[config.mk]
export PLATFORM = sky130hd
export DESIGN_NAME = clkgen_tick_sequencer_flat
export DESIGN_NICKNAME = d
export VERILOG_FILES = /design/src/rtl/clkgen_pkg.sv /design/src/rtl/clkgen_tick_sequencer_if.sv /design/src/rtl/clkgen_tick_chan.sv /design/src/rtl/clkgen_tick_sequencer.sv /design/src/flat_wrapper.sv
export SDC_FILE = /design/constraint.sdc
export NUM_CORES = 1
export LEC_CHECK = 0
export ABC_AREA = 1
export BUFFER_PORTS_ARGS = -buffer_cell sky130_fd_sc_hd__buf_2
export CORE_MARGIN = 3
export CORE_UTILIZATION = 40
export CTS_CLUSTER_SIZE = 12
export DETAILED_ROUTE_END_ITERATION = 12
export PLACE_DENSITY_LB_ADDON = 0.15
export SLEW_MARGIN = 20
export SYNTH_ARGS = -nofsm -noshare
export SYNTH_HDL_FRONTEND = slang
export SYNTH_HIERARCHICAL = 1
export SYNTH_SLANG_ARGS = --single-unit
[constraint.sdc]
create_clock -name clk_i -period 4.2 [get_ports clk_i]
set_input_delay 0.42 -clock clk_i [delete_from_list [all_inputs] [get_ports clk_i]]
set_output_delay 0.42 -clock clk_i [all_outputs]
set_load 0.1 [all_outputs]
[src/rtl/clkgen_pkg.sv]
// ----------------------------------------------------------------------------
// clkgen_pkg
// Shared types and default constants for the post-MMCM tick sequencer.
//  - clkgen_state_e : lock-qualification FSM states
//  - DEF_*          : default parameter values used by the sequencer,
//                     its channel sub-module and its bus interface
//  - cnt_width()    : counter width helper that never returns 0
// ----------------------------------------------------------------------------
package clkgen_pkg;

    typedef enum logic [1:0] {
        WAIT_LOCK = 2'd0,
        HOLD      = 2'd1,
        RUN       = 2'd2
    } clkgen_state_e;

    localparam int DEF_NUM_CH      = 4;
    localparam int DEF_DIV_W       = 16;
    localparam int DEF_SYNC_STAGES = 2;
    localparam int DEF_LOCK_HOLD   = 16;
    localparam int DEF_LOSS_W      = 8;

    // Bits needed to count 0..n-1; a 1-bit counter is kept for n <= 1.
    function automatic int cnt_width(input int n);
        return (n > 1) ? $clog2(n) : 1;
    endfunction

endpackage

[src/rtl/clkgen_tick_sequencer_if.sv]
// ----------------------------------------------------------------------------
// clkgen_tick_sequencer_if
// Channel bus of the tick sequencer.
//  chan_en_i : per-channel enable            (master -> slave)
//  div_i     : per-channel divide values,     (master -> slave)
//              channel c at [c*DIV_W +: DIV_W]
//  tick_o    : one-cycle tick per period      (slave -> master)
//  phase_o   : divided square-wave level      (slave -> master)
// Modports: master = user logic, slave = clkgen_tick_sequencer.
// ----------------------------------------------------------------------------
interface clkgen_tick_sequencer_if
    import clkgen_pkg::*;
#(
    parameter int NUM_CH = DEF_NUM_CH,
    parameter int DIV_W  = DEF_DIV_W
);
    logic [NUM_CH-1:0]       chan_en_i;
    logic [NUM_CH*DIV_W-1:0] div_i;
    logic [NUM_CH-1:0]       tick_o;
    logic [NUM_CH-1:0]       phase_o;

    modport master (
        output chan_en_i,
        output div_i,
        input  tick_o,
        input  phase_o
    );

    modport slave (
        input  chan_en_i,
        input  div_i,
        output tick_o,
        output phase_o
    );
endinterface

[src/rtl/clkgen_tick_chan.sv]
// ----------------------------------------------------------------------------
// clkgen_tick_chan
// One programmable clock-enable channel.
//  clk_i, rst_i : clock, synchronous active-high reset
//  run          : sequencer is in RUN
//  en           : channel enable
//  div          : divide value D (0 and 1 both mean D=1)
//  tick         : high in the last cycle of every D-cycle period
//  phase        : high for the first ceil(D/2) cycles of every period
// While idle (not run or not enabled) the counter sits at 0 and the shadow
// follows div every cycle; once active, div is only taken at a period wrap
// so a running period is never shortened or stretched.
// ----------------------------------------------------------------------------
module clkgen_tick_chan
    import clkgen_pkg::*;
#(
    parameter int DIV_W = DEF_DIV_W
) (
    input  logic             clk_i,
    input  logic             rst_i,
    input  logic             run,
    input  logic             en,
    input  logic [DIV_W-1:0] div,
    output logic             tick,
    output logic             phase
);

    logic [DIV_W-1:0] count_reg;
    logic [DIV_W-1:0] count_next;
    logic [DIV_W-1:0] shadow_reg;
    logic [DIV_W-1:0] shadow_next;
    logic [DIV_W-1:0] last_count;
    logic [DIV_W:0]   period_len;
    logic [DIV_W:0]   high_len;
    logic             active;
    logic             wrap;

    always_comb begin
        active     = run & en;
        // Effective period D with 0/1 collapsed to 1; one extra bit so that
        // ceil(D/2) = (D+1)>>1 cannot overflow for an all-ones divide.
        period_len = (shadow_reg <= DIV_W'(1)) ? (DIV_W+1)'(1) : {1'b0, shadow_reg};
        high_len   = (period_len + (DIV_W+1)'(1)) >> 1;
        last_count = period_len[DIV_W-1:0] - DIV_W'(1);
        wrap       = (count_reg == last_count);

        count_next  = count_reg;
        shadow_next = shadow_reg;
        if (!active) begin
            count_next  = '0;
            shadow_next = div;
        end else if (wrap) begin
            count_next  = '0;
            shadow_next = div;
        end else begin
            count_next  = count_reg + DIV_W'(1);
        end

        tick  = active & wrap;
        phase = active & ({1'b0, count_reg} < high_len);
    end

    always_ff @(posedge clk_i) begin
        if (rst_i) begin
            count_reg  <= '0;
            shadow_reg <= '0;
        end else begin
            count_reg  <= count_next;
            shadow_reg <= shadow_next;
        end
    end

endmodule

[src/rtl/clkgen_tick_sequencer.sv]
// ----------------------------------------------------------------------------
// clkgen_tick_sequencer
// Post-MMCM sequencer: synchronises MMCM LOCKED, holds the system reset until
// lock has been stable for LOCK_HOLD cycles, then runs NUM_CH phase-aligned
// programmable tick channels.
//  clk_i           : system clock (MMCM output via BUFG)
//  rst_i           : synchronous active-high reset
//  locked_i        : MMCM LOCKED, asynchronous to clk_i
//  chan_bus        : channel enables/divides in, ticks/phases out (slave)
//  rst_sys_o       : system reset, high whenever not in RUN
//  ready_o         : high while in RUN
//  lock_clr_i      : clears the lock-monitor status
//  lock_lost_o     : sticky lock-lost flag
//  lock_loss_cnt_o : saturating count of lock losses
// Build option: define CLKGEN_LOCK_MON_EN to enable the lock monitor; when it
// is undefined the monitor outputs are tied to 0 and lock_clr_i is ignored.
// ----------------------------------------------------------------------------
module clkgen_tick_sequencer
    import clkgen_pkg::*;
#(
    parameter int NUM_CH      = DEF_NUM_CH,
    parameter int DIV_W       = DEF_DIV_W,
    parameter int SYNC_STAGES = DEF_SYNC_STAGES,
    parameter int LOCK_HOLD   = DEF_LOCK_HOLD,
    parameter int LOSS_W      = DEF_LOSS_W
) (
    input  logic                      clk_i,
    input  logic                      rst_i,
    input  logic                      locked_i,
    clkgen_tick_sequencer_if.slave    chan_bus,
    output logic                      rst_sys_o,
    output logic                      ready_o,
    input  logic                      lock_clr_i,
    output logic                      lock_lost_o,
    output logic [LOSS_W-1:0]         lock_loss_cnt_o
);

    localparam int                HOLD_W    = cnt_width(LOCK_HOLD);
    localparam logic [HOLD_W-1:0] HOLD_LAST = HOLD_W'(LOCK_HOLD - 1);

    // ------------------------------------------------------------------
    // LOCKED synchroniser
    // ------------------------------------------------------------------
    logic [SYNC_STAGES-1:0] sync_reg;
    logic                   lock_s;

    always_ff @(posedge clk_i) begin
        if (rst_i) begin
            sync_reg <= '0;
        end else begin
            sync_reg <= {sync_reg[SYNC_STAGES-2:0], locked_i};
        end
    end

    assign lock_s = sync_reg[SYNC_STAGES-1];

    // ------------------------------------------------------------------
    // Lock-qualification FSM
    // ------------------------------------------------------------------
    clkgen_state_e     state_reg;
    clkgen_state_e     state_next;
    logic [HOLD_W-1:0] hold_cnt_reg;
    logic [HOLD_W-1:0] hold_cnt_next;
    logic              loss_event;
    logic              run;

    always_ff @(posedge clk_i) begin
        if (rst_i) begin
            state_reg    <= WAIT_LOCK;
            hold_cnt_reg <= '0;
        end else begin
            state_reg    <= state_next;
            hold_cnt_reg <= hold_cnt_next;
        end
    end

    always_comb begin
        state_next    = state_reg;
        hold_cnt_next = hold_cnt_reg;
        loss_event    = 1'b0;
        case (state_reg)
            WAIT_LOCK: begin
                if (lock_s) begin
                    state_next    = HOLD;
                    hold_cnt_next = '0;
                end
            end
            HOLD: begin
                if (!lock_s) begin
                    state_next = WAIT_LOCK;
                end else if (hold_cnt_reg == HOLD_LAST) begin
                    state_next = RUN;
                end else begin
                    hold_cnt_next = hold_cnt_reg + HOLD_W'(1);
                end
            end
            RUN: begin
                if (!lock_s) begin
                    state_next = WAIT_LOCK;
                    loss_event = 1'b1;
                end
            end
            default: begin
                state_next = WAIT_LOCK;
            end
        endcase
    end

    assign run       = (state_reg == RUN);
    assign ready_o   = run;
    assign rst_sys_o = ~run;

    // ------------------------------------------------------------------
    // Tick channels
    // ------------------------------------------------------------------
    logic [NUM_CH-1:0] tick_vec;
    logic [NUM_CH-1:0] phase_vec;

    generate
        for (genvar gi = 0; gi < NUM_CH; gi++) begin : g_chan
            clkgen_tick_chan #(
                .DIV_W (DIV_W)
            ) u_chan (
                .clk_i (clk_i),
                .rst_i (rst_i),
                .run   (run),
                .en    (chan_bus.chan_en_i[gi]),
                .div   (chan_bus.div_i[gi*DIV_W +: DIV_W]),
                .tick  (tick_vec[gi]),
                .phase (phase_vec[gi])
            );
        end
    endgenerate

    assign chan_bus.tick_o  = tick_vec;
    assign chan_bus.phase_o = phase_vec;

    // ------------------------------------------------------------------
    // Lock monitor
    // ------------------------------------------------------------------
`ifdef CLKGEN_LOCK_MON_EN
    logic              lock_lost_reg;
    logic [LOSS_W-1:0] loss_cnt_reg;

    always_ff @(posedge clk_i) begin
        if (rst_i) begin
            lock_lost_reg <= 1'b0;
            loss_cnt_reg  <= '0;
        end else if (lock_clr_i) begin
            // A loss coinciding with the clear is counted as the first new one.
            lock_lost_reg <= loss_event;
            loss_cnt_reg  <= loss_event ? LOSS_W'(1) : '0;
        end else if (loss_event) begin
            lock_lost_reg <= 1'b1;
            if (loss_cnt_reg != {LOSS_W{1'b1}}) begin
                loss_cnt_reg <= loss_cnt_reg + LOSS_W'(1);
            end
        end
    end

    assign lock_lost_o     = lock_lost_reg;
    assign lock_loss_cnt_o = loss_cnt_reg;
`else
    logic lock_mon_unused;

    assign lock_mon_unused = lock_clr_i ^ loss_event;
    assign lock_lost_o     = 1'b0;
    assign lock_loss_cnt_o = '0;
`endif

endmodule

[src/flat_wrapper.sv]
// flat-port wrapper written by rule: the top's interface ports become plain ports
module clkgen_tick_sequencer_flat import clkgen_pkg::*;
#(
    parameter int NUM_CH      = DEF_NUM_CH,
    parameter int DIV_W       = DEF_DIV_W,
    parameter int SYNC_STAGES = DEF_SYNC_STAGES,
    parameter int LOCK_HOLD   = DEF_LOCK_HOLD,
    parameter int LOSS_W      = DEF_LOSS_W
)
  (clk_i, rst_i, locked_i, rst_sys_o, ready_o, lock_clr_i, lock_lost_o, lock_loss_cnt_o, chan_bus_chan_en_i, chan_bus_div_i, chan_bus_tick_o, chan_bus_phase_o);
  clkgen_tick_sequencer_if #(.NUM_CH(NUM_CH), .DIV_W(DIV_W)) chan_bus_i ();
  input  logic clk_i;
  input  logic rst_i;
  input  logic locked_i;
  output logic rst_sys_o;
  output logic ready_o;
  input  logic lock_clr_i;
  output logic lock_lost_o;
  output logic [LOSS_W-1:0] lock_loss_cnt_o;
  input wire logic [$bits(chan_bus_i.chan_en_i)-1:0] chan_bus_chan_en_i;
  input wire logic [$bits(chan_bus_i.div_i)-1:0] chan_bus_div_i;
  output wire logic [$bits(chan_bus_i.tick_o)-1:0] chan_bus_tick_o;
  output wire logic [$bits(chan_bus_i.phase_o)-1:0] chan_bus_phase_o;
  assign chan_bus_i.chan_en_i = chan_bus_chan_en_i;
  assign chan_bus_i.div_i = chan_bus_div_i;
  assign chan_bus_tick_o = chan_bus_i.tick_o;
  assign chan_bus_phase_o = chan_bus_i.phase_o;
  clkgen_tick_sequencer #(.NUM_CH(NUM_CH), .DIV_W(DIV_W), .SYNC_STAGES(SYNC_STAGES), .LOCK_HOLD(LOCK_HOLD), .LOSS_W(LOSS_W)) u_core (.clk_i(clk_i), .rst_i(rst_i), .locked_i(locked_i), .chan_bus(chan_bus_i), .rst_sys_o(rst_sys_o), .ready_o(ready_o), .lock_clr_i(lock_clr_i), .lock_lost_o(lock_lost_o), .lock_loss_cnt_o(lock_loss_cnt_o));
endmodule
==> results.yml, run 1 <==
clock_tree:
  clk_pin_slew_ns: 0.06
  cts_tree: "yes"
  clock_tree.root_cell: "clkbuf_16"
  cts_made_buffers: 17
  clock_latency_ns: 0.43
  postCtsHoldBufs: 0
  clock_sink_count: 136
  cts_buffer_depth: 2
  htreeDepth: 4
synth:
  ys_seq_area_share_pct: 23.2
  async_flop_share_pct: 0
  synth_cells: 1751
  synth.most_common_cell: "nand2_1"
  yosysWarnings: 6
  synth_cell_type_count: 35
  synthTopCellsByCount: "nand2_1, nor2_1, nand3_1"
  synth.largest_area_cell: "dfxtp_1"
  yosys-top-cells-area: "dfxtp_1, nand2_1, xor2_1, ha_1, nor2_1"
  ys_ff_latch: 136
  synth_area_um2: 11700
  synth_enable_flop_cells: 0
  synth_top_area_share_pct: 23.2
  synth_top_flop_cell: "dfxtp_1"
  avgSynthCellArea_um2: 6.70
setup_path:
  reg2reg_setup_slack_ns: 1.02
  r2r_cells: 16
  crit_arrival_ns: 3.60
  worst_setup_path_end_kind: "output pin"
  cp_max_fo: 7
  path_class: "reg -> out"
  reg2reg_from: "u_core/g_chan[3].u_chan/shadow_reg[13]"
  r2r_end: "u_core/g_chan[3].u_chan/shadow_reg[8]"
  required_ns: 3.78
  worstSetupStartpointType: "flop"
run_status:
  status: "complete, no violations"
sta:
  setup_slack_ns: 0.183
  slew_viol_final: 0
  clock_skew_ns: 0.0151
  relSlewSlack_pct: 49.8
  setup_viol: 0
  fin_crit_ns: 4.02
  hold_viol: 0
  timing.fmax_mhz: 249
  worst_pin_slew_ns: 0.746
  rsz0062_at_grt: "yes"
  fin_setup_tns_ns: 0
  layout_worst_path_cycle_share_pct: 95.7
  whs_ns: 0.193
placement:
  gp_congestion: 0.865
  hpwl_um: 23400
  post_dp_cell_area_um2: 12500
  pre_cts_ws_ns: 0.259
  port_buffers: 80
pwr:
  p_sw_share_pct: 29.2
  internal_power_mw: 2.52
  cellLeakagePower_nw: 5.89
  seqPwrFrac_pct: 39.0
  clockPowerShare_pct: 43.8
  p_sw_mw: 1.04
  peakVddDrop_uv: 243
  combinationalPowerShare_pct: 17.2
  power_density_nw_per_um2: 260
final_layout:
  area_growth_pct: 16.4
  utilization_pct: 47.4
  diodes: 0
  finalInstanceArea_um2: 13700
  finish.net_count: 1993
  drive_above_1_share_pct: 20.4
run:
  drv_cap: 0
min_path:
  holdCritStartpoint: "locked_i"
  worstHoldPathCells: 3
  hold-path-endpoint: "u_core/sync_reg[0]"
  holdCritPathClass: "in -> reg"
detailed_routing:
  drt_iter0_drc: 628
  wl_um: 30700
  drtAntennaViolNets: 0
  dr.pass1.iters: 5
  vias_per_cell: 4.93
  drc: 0
  wl_per_cell_um: 13.7
  via_count: 11054
floorplan:
  dieHeight_um: 177
  io_pins: 91
  initial_core_util_pct: 40.8
  num_rows: 62
  die_w_um: 177
  die-area_um2: 31400
  core_um2: 28800
grt:
  grt_usage_pct: 19.3
  grt_pass1_vias: 10282
  grt_max_degree: 35
  antenna_found_initial: 0
  grt_pass1_wl_um: 50000
  grt_overflow: 0
routing by layer:
layer  routed length (um)  share of wire (%)  global-route usage, %  up-vias
met4                  291               0.95                   4.25        0
met2                14400                 47                   32.8      182
met5                    0                  0                      0        -
met1                15100                 49                   26.3     5025
met3                  898                2.9                   2.17       25
li1                     -                  -                      -     5822
worst max-delay path by stage:
stage | startpoint | end | slack [ns]
after global placement | u_core/g_chan[1].u_chan/shadow_reg[8] | chan_bus_phase_o[1] | 0.29
final | u_core/g_chan[3].u_chan/shadow_reg[9] | chan_bus_phase_o[3] | 0.18
after floorplan | u_core/g_chan[0].u_chan/shadow_reg[10] | chan_bus_phase_o[0] | 0.31
after global routing | u_core/g_chan[2].u_chan/shadow_reg[6] | chan_bus_phase_o[2] | -0.08
after CTS | u_core/g_chan[1].u_chan/shadow_reg[6] | chan_bus_phase_o[1] | -0.01
after detailed placement | u_core/g_chan[1].u_chan/shadow_reg[8] | chan_bus_phase_o[1] | 0.26
critical path: stages, from the launching register on:
cell and delay (ns):
dfxtp_4 0.38, nor2_4 0.17, nand2_2 0.08, nor2_4 0.12, nand2_4 0.06, nand2_4 0.09
ha_4 0.15, nand3_2 0.11, nor3_4 0.15, nand2_1 0.08, nor2_2 0.16, nand3_2 0.14
nor2_2 0.16, xor2_1 0.17, ha_1 0.28, nand2_2 0.07, nor2_1 0.05, a211oi_2 0.22
a21oi_2 0.11, nor3_4 0.21, buf_12 0.21
kinds of logic after synthesis:
family / share of synthesized area, %
AOI/OAI and AO/OA: 6.00
xor gates and xnor gates: 12.2
adders and majority gates: 7.79
buffers and inverters: 10.4
DFF: 23.2
other: 0.0320
and+or+nand+nor: 40.3
cells in the final DEF (no fill, tap or decap), types with 48 or more instances in the layout:
cell / instances
nand2_1: 357
nor2_1: 225
inv_1: 149
nand3_1: 146
xor2_1: 113
a21oi_1: 110
dfxtp_1: 109
buf_2: 76
ha_1: 69
buf_4: 51
xnor2_1: 48
cell type report:
| type | count | area [um2] |
|---|---|---|
| fillers | 3012 | 15100 |
| multi-input cells | 1359 | 8180 |
| flip-flops and latches | 136 | 2770 |
| repair buffers | 131 | 843 |
| inverters | 203 | 772 |
| clock buffers | 24 | 512 |
| well taps | 384 | 480 |
| clock inverters | 7 | 90.1 |
power by group through the flow:
stage / Sequential [mW] / Clock, mW / Combinational [mW]
5_1_grt: 1.39 / 1.66 / 0.690
2_1_floorplan: 1.39 / 0 / 0.470
3_5_place_dp: 1.41 / 0 / 0.581
4_1_cts: 1.38 / 1.60 / 0.590
6_report: 1.39 / 1.56 / 0.613
3_3_place_gp: 1.41 / 0 / 0.577
through the flow:
step,std cells,power (mW)
floorplan,1759,1.86
CTS,2221,3.57
finish,2244,3.55
global route,2244,3.74
detailed placement,2186,1.99
global placement,2186,1.98
repair_timing:
action | in CTS | in global routing
pin swaps | 11 | 35
setup buffers | 4 | 23
gates resized for setup | 25 | 77
setup endpoints to repair | 4 | 5
Power figures use the tool's default switching activity.
==> run 2, diff against run 1 <==
--- a/config.mk
+++ b/config.mk
@@ -7,11 +7,12 @@
 export LEC_CHECK = 0
 export ABC_AREA = 1
 export BUFFER_PORTS_ARGS = -buffer_cell sky130_fd_sc_hd__buf_2
-export CORE_MARGIN = 3
-export CORE_UTILIZATION = 40
+export CORE_MARGIN = 8
+export CORE_UTILIZATION = 60
 export CTS_CLUSTER_SIZE = 12
 export DETAILED_ROUTE_END_ITERATION = 12
 export PLACE_DENSITY_LB_ADDON = 0.15
+export RECOVER_POWER = 25
 export SLEW_MARGIN = 20
 export SYNTH_ARGS = -nofsm -noshare
 export SYNTH_HDL_FRONTEND = slang
==> results.yml, run 2 (same netlist as run 1, synthesis figures left out) <==
run_status:
  status: "complete, no violations"
floorplan:
  core_um2: 19300
  dieHeight_um: 156
  initial_core_util_pct: 60.7
  die-area_um2: 24300
  io_pins: 91
  num_rows: 51
  die_w_um: 156
grt:
  grt_max_degree: 35
  grt_pass1_wl_um: 48200
  grt_pass1_vias: 10388
  antenna_found_initial: 0
  grt_overflow: 0
  grt_usage_pct: 23.8
final_layout:
  diodes: 0
  drive_above_1_share_pct: 20.2
  regArea_um2: 2780
  area_growth_pct: 15.5
  finalInstanceArea_um2: 13500
  finish.net_count: 2003
  multi_input_comb_area_um2: 8130
  utilization_pct: 70.1
  final_common_cell: "nand2_1"
  layout_common_cells: "nand2_1, nor2_1, inv_1"
  fin_cells: 2135
  fill_cells: 1675
clock_tree:
  clock_latency_ns: 0.43
  cts_made_buffers: 17
  clk_pin_slew_ns: 0.06
  postCtsHoldBufs: 0
  clock_sink_count: 136
  htreeDepth: 4
  cts_tree: "yes"
  cts_buffer_depth: 2
  clock_tree.root_cell: "clkbuf_16"
setup_path:
  cp_max_fo: 5
  worstSetupStartpointType: "flop"
  required_ns: 3.78
  r2r_end: "u_core/g_chan[1].u_chan/shadow_reg[5]"
  crit_start: "u_core/g_chan[2].u_chan/shadow_reg[8]"
  reg2reg_from: "u_core/g_chan[1].u_chan/shadow_reg[2]"
  r2r_cells: 16
  crit_buf_inv: 1
  crit_top_cell: "nand2_1"
  cpPeakStageDelay_ns: 0.36
  cpMaxStageDelayCell: "dfxtp_2"
  crit_arrival_ns: 3.64
  path_class: "reg -> out"
  crit_family: "simple AND/OR/NAND/NOR gates"
  worst_setup_path_end_kind: "output pin"
  reg2reg_setup_slack_ns: 0.59
  path_cells: "nor2_4 > nand2_1 > nor2_2 > nand2_4 > nand2_4 > ha_4 > nand3_4 > nor3_4 > nand2_1 > nor2_2 > nand3_2 > nor2_4 > xor2_1 > ha_1 > nand2_1 > nor2_1 > a211oi_2 > a21oi_2 > nor3_4 > buf_12"
  critical_path_depth: 20
sta:
  fin_crit_ns: 4.06
  hold_viol: 0
  layout_worst_path_cycle_share_pct: 96.8
  setup_viol: 0
  whs_ns: 0.192
  setup_slack_ns: 0.135
  slew_viol_final: 0
  fin_setup_tns_ns: 0
  clock_skew_ns: 0.0122
  timing.fmax_mhz: 246
  relSlewSlack_pct: 23.1
  worst_pin_slew_ns: 1.16
detailed_routing:
  wl_um: 30000
  drc: 0
  wl_per_cell_um: 14.0
  via_count: 11508
  vias_per_cell: 5.39
  drt_iter0_drc: 752
  drtAntennaViolNets: 0
  dr.pass1.iters: 5
min_path:
  holdCritPathClass: "in -> reg"
  hold-path-endpoint: "u_core/sync_reg[0]"
  worstHoldPathCells: 3
  holdCritStartpoint: "locked_i"
pwr:
  clockPowerShare_pct: 44.4
  combinationalPowerShare_pct: 17.1
  power_density_nw_per_um2: 266
  total_power_mw: 3.61
  p_sw_share_pct: 29.0
  internal_power_mw: 2.56
  peakVddDrop_uv: 308
  seqPwrFrac_pct: 38.5
  cellLeakagePower_nw: 5.95
  p_sw_mw: 1.05
placement:
  post_dp_cell_area_um2: 12300
  hpwl_um: 21900
  pre_cts_ws_ns: 0.234
  dp_cells: 2060
  port_buffers: 80
  gp_congestion: 0.952
run:
  drv_cap: 0
## run 2: repair_timing
item,CTS,global route
resized for setup,40,60
pin swaps,19,36
cloned,0,0
setup endpoints to repair,4,5
setup buffers,16,28
## run 2: layout make-up
type	count	share of cell area (%)
clock buffers	19	3.27
multi-input cells	1359	60.0
well taps	265	2.45
repair buffers	141	6.76
inverters	203	5.70
flip-flops and latches	136	20.5
clock inverters	12	1.29
## run 2: worst min-delay path, stage by stage
cell and delay [ns]:
buf_2 0.07, inv_1 0.03, nor2_1 0.06
## run 2: layer usage
metal | up-vias | part of all wire, % | global-route usage (%)
met5 | - | 0 | 0
met4 | 0 | 2.1 | 7.81
met3 | 52 | 4.9 | 4.21
met2 | 329 | 48 | 39.6
met1 | 5272 | 45 | 30.5
li1 | 5855 | - | -
## run 2: worst max path at each step
stage / to / slack, ns
3_3_place_gp: chan_bus_phase_o[1] / 0.33
4_1_cts: chan_bus_phase_o[3] / -0.02
2_1_floorplan: chan_bus_phase_o[0] / 0.31
6_report: chan_bus_phase_o[2] / 0.14
3_5_place_dp: chan_bus_phase_o[3] / 0.23
5_1_grt: chan_bus_phase_o[0] / -0.03
## run 2: power by group through the flow
stage | sequential, mW | combinational (mW) | clock, mW
2_1_floorplan | 1.39 | 0.470 | 0
3_3_place_gp | 1.41 | 0.560 | 0
3_5_place_dp | 1.41 | 0.569 | 0
4_1_cts | 1.38 | 0.584 | 1.63
5_1_grt | 1.39 | 0.683 | 1.69
6_report | 1.39 | 0.616 | 1.60
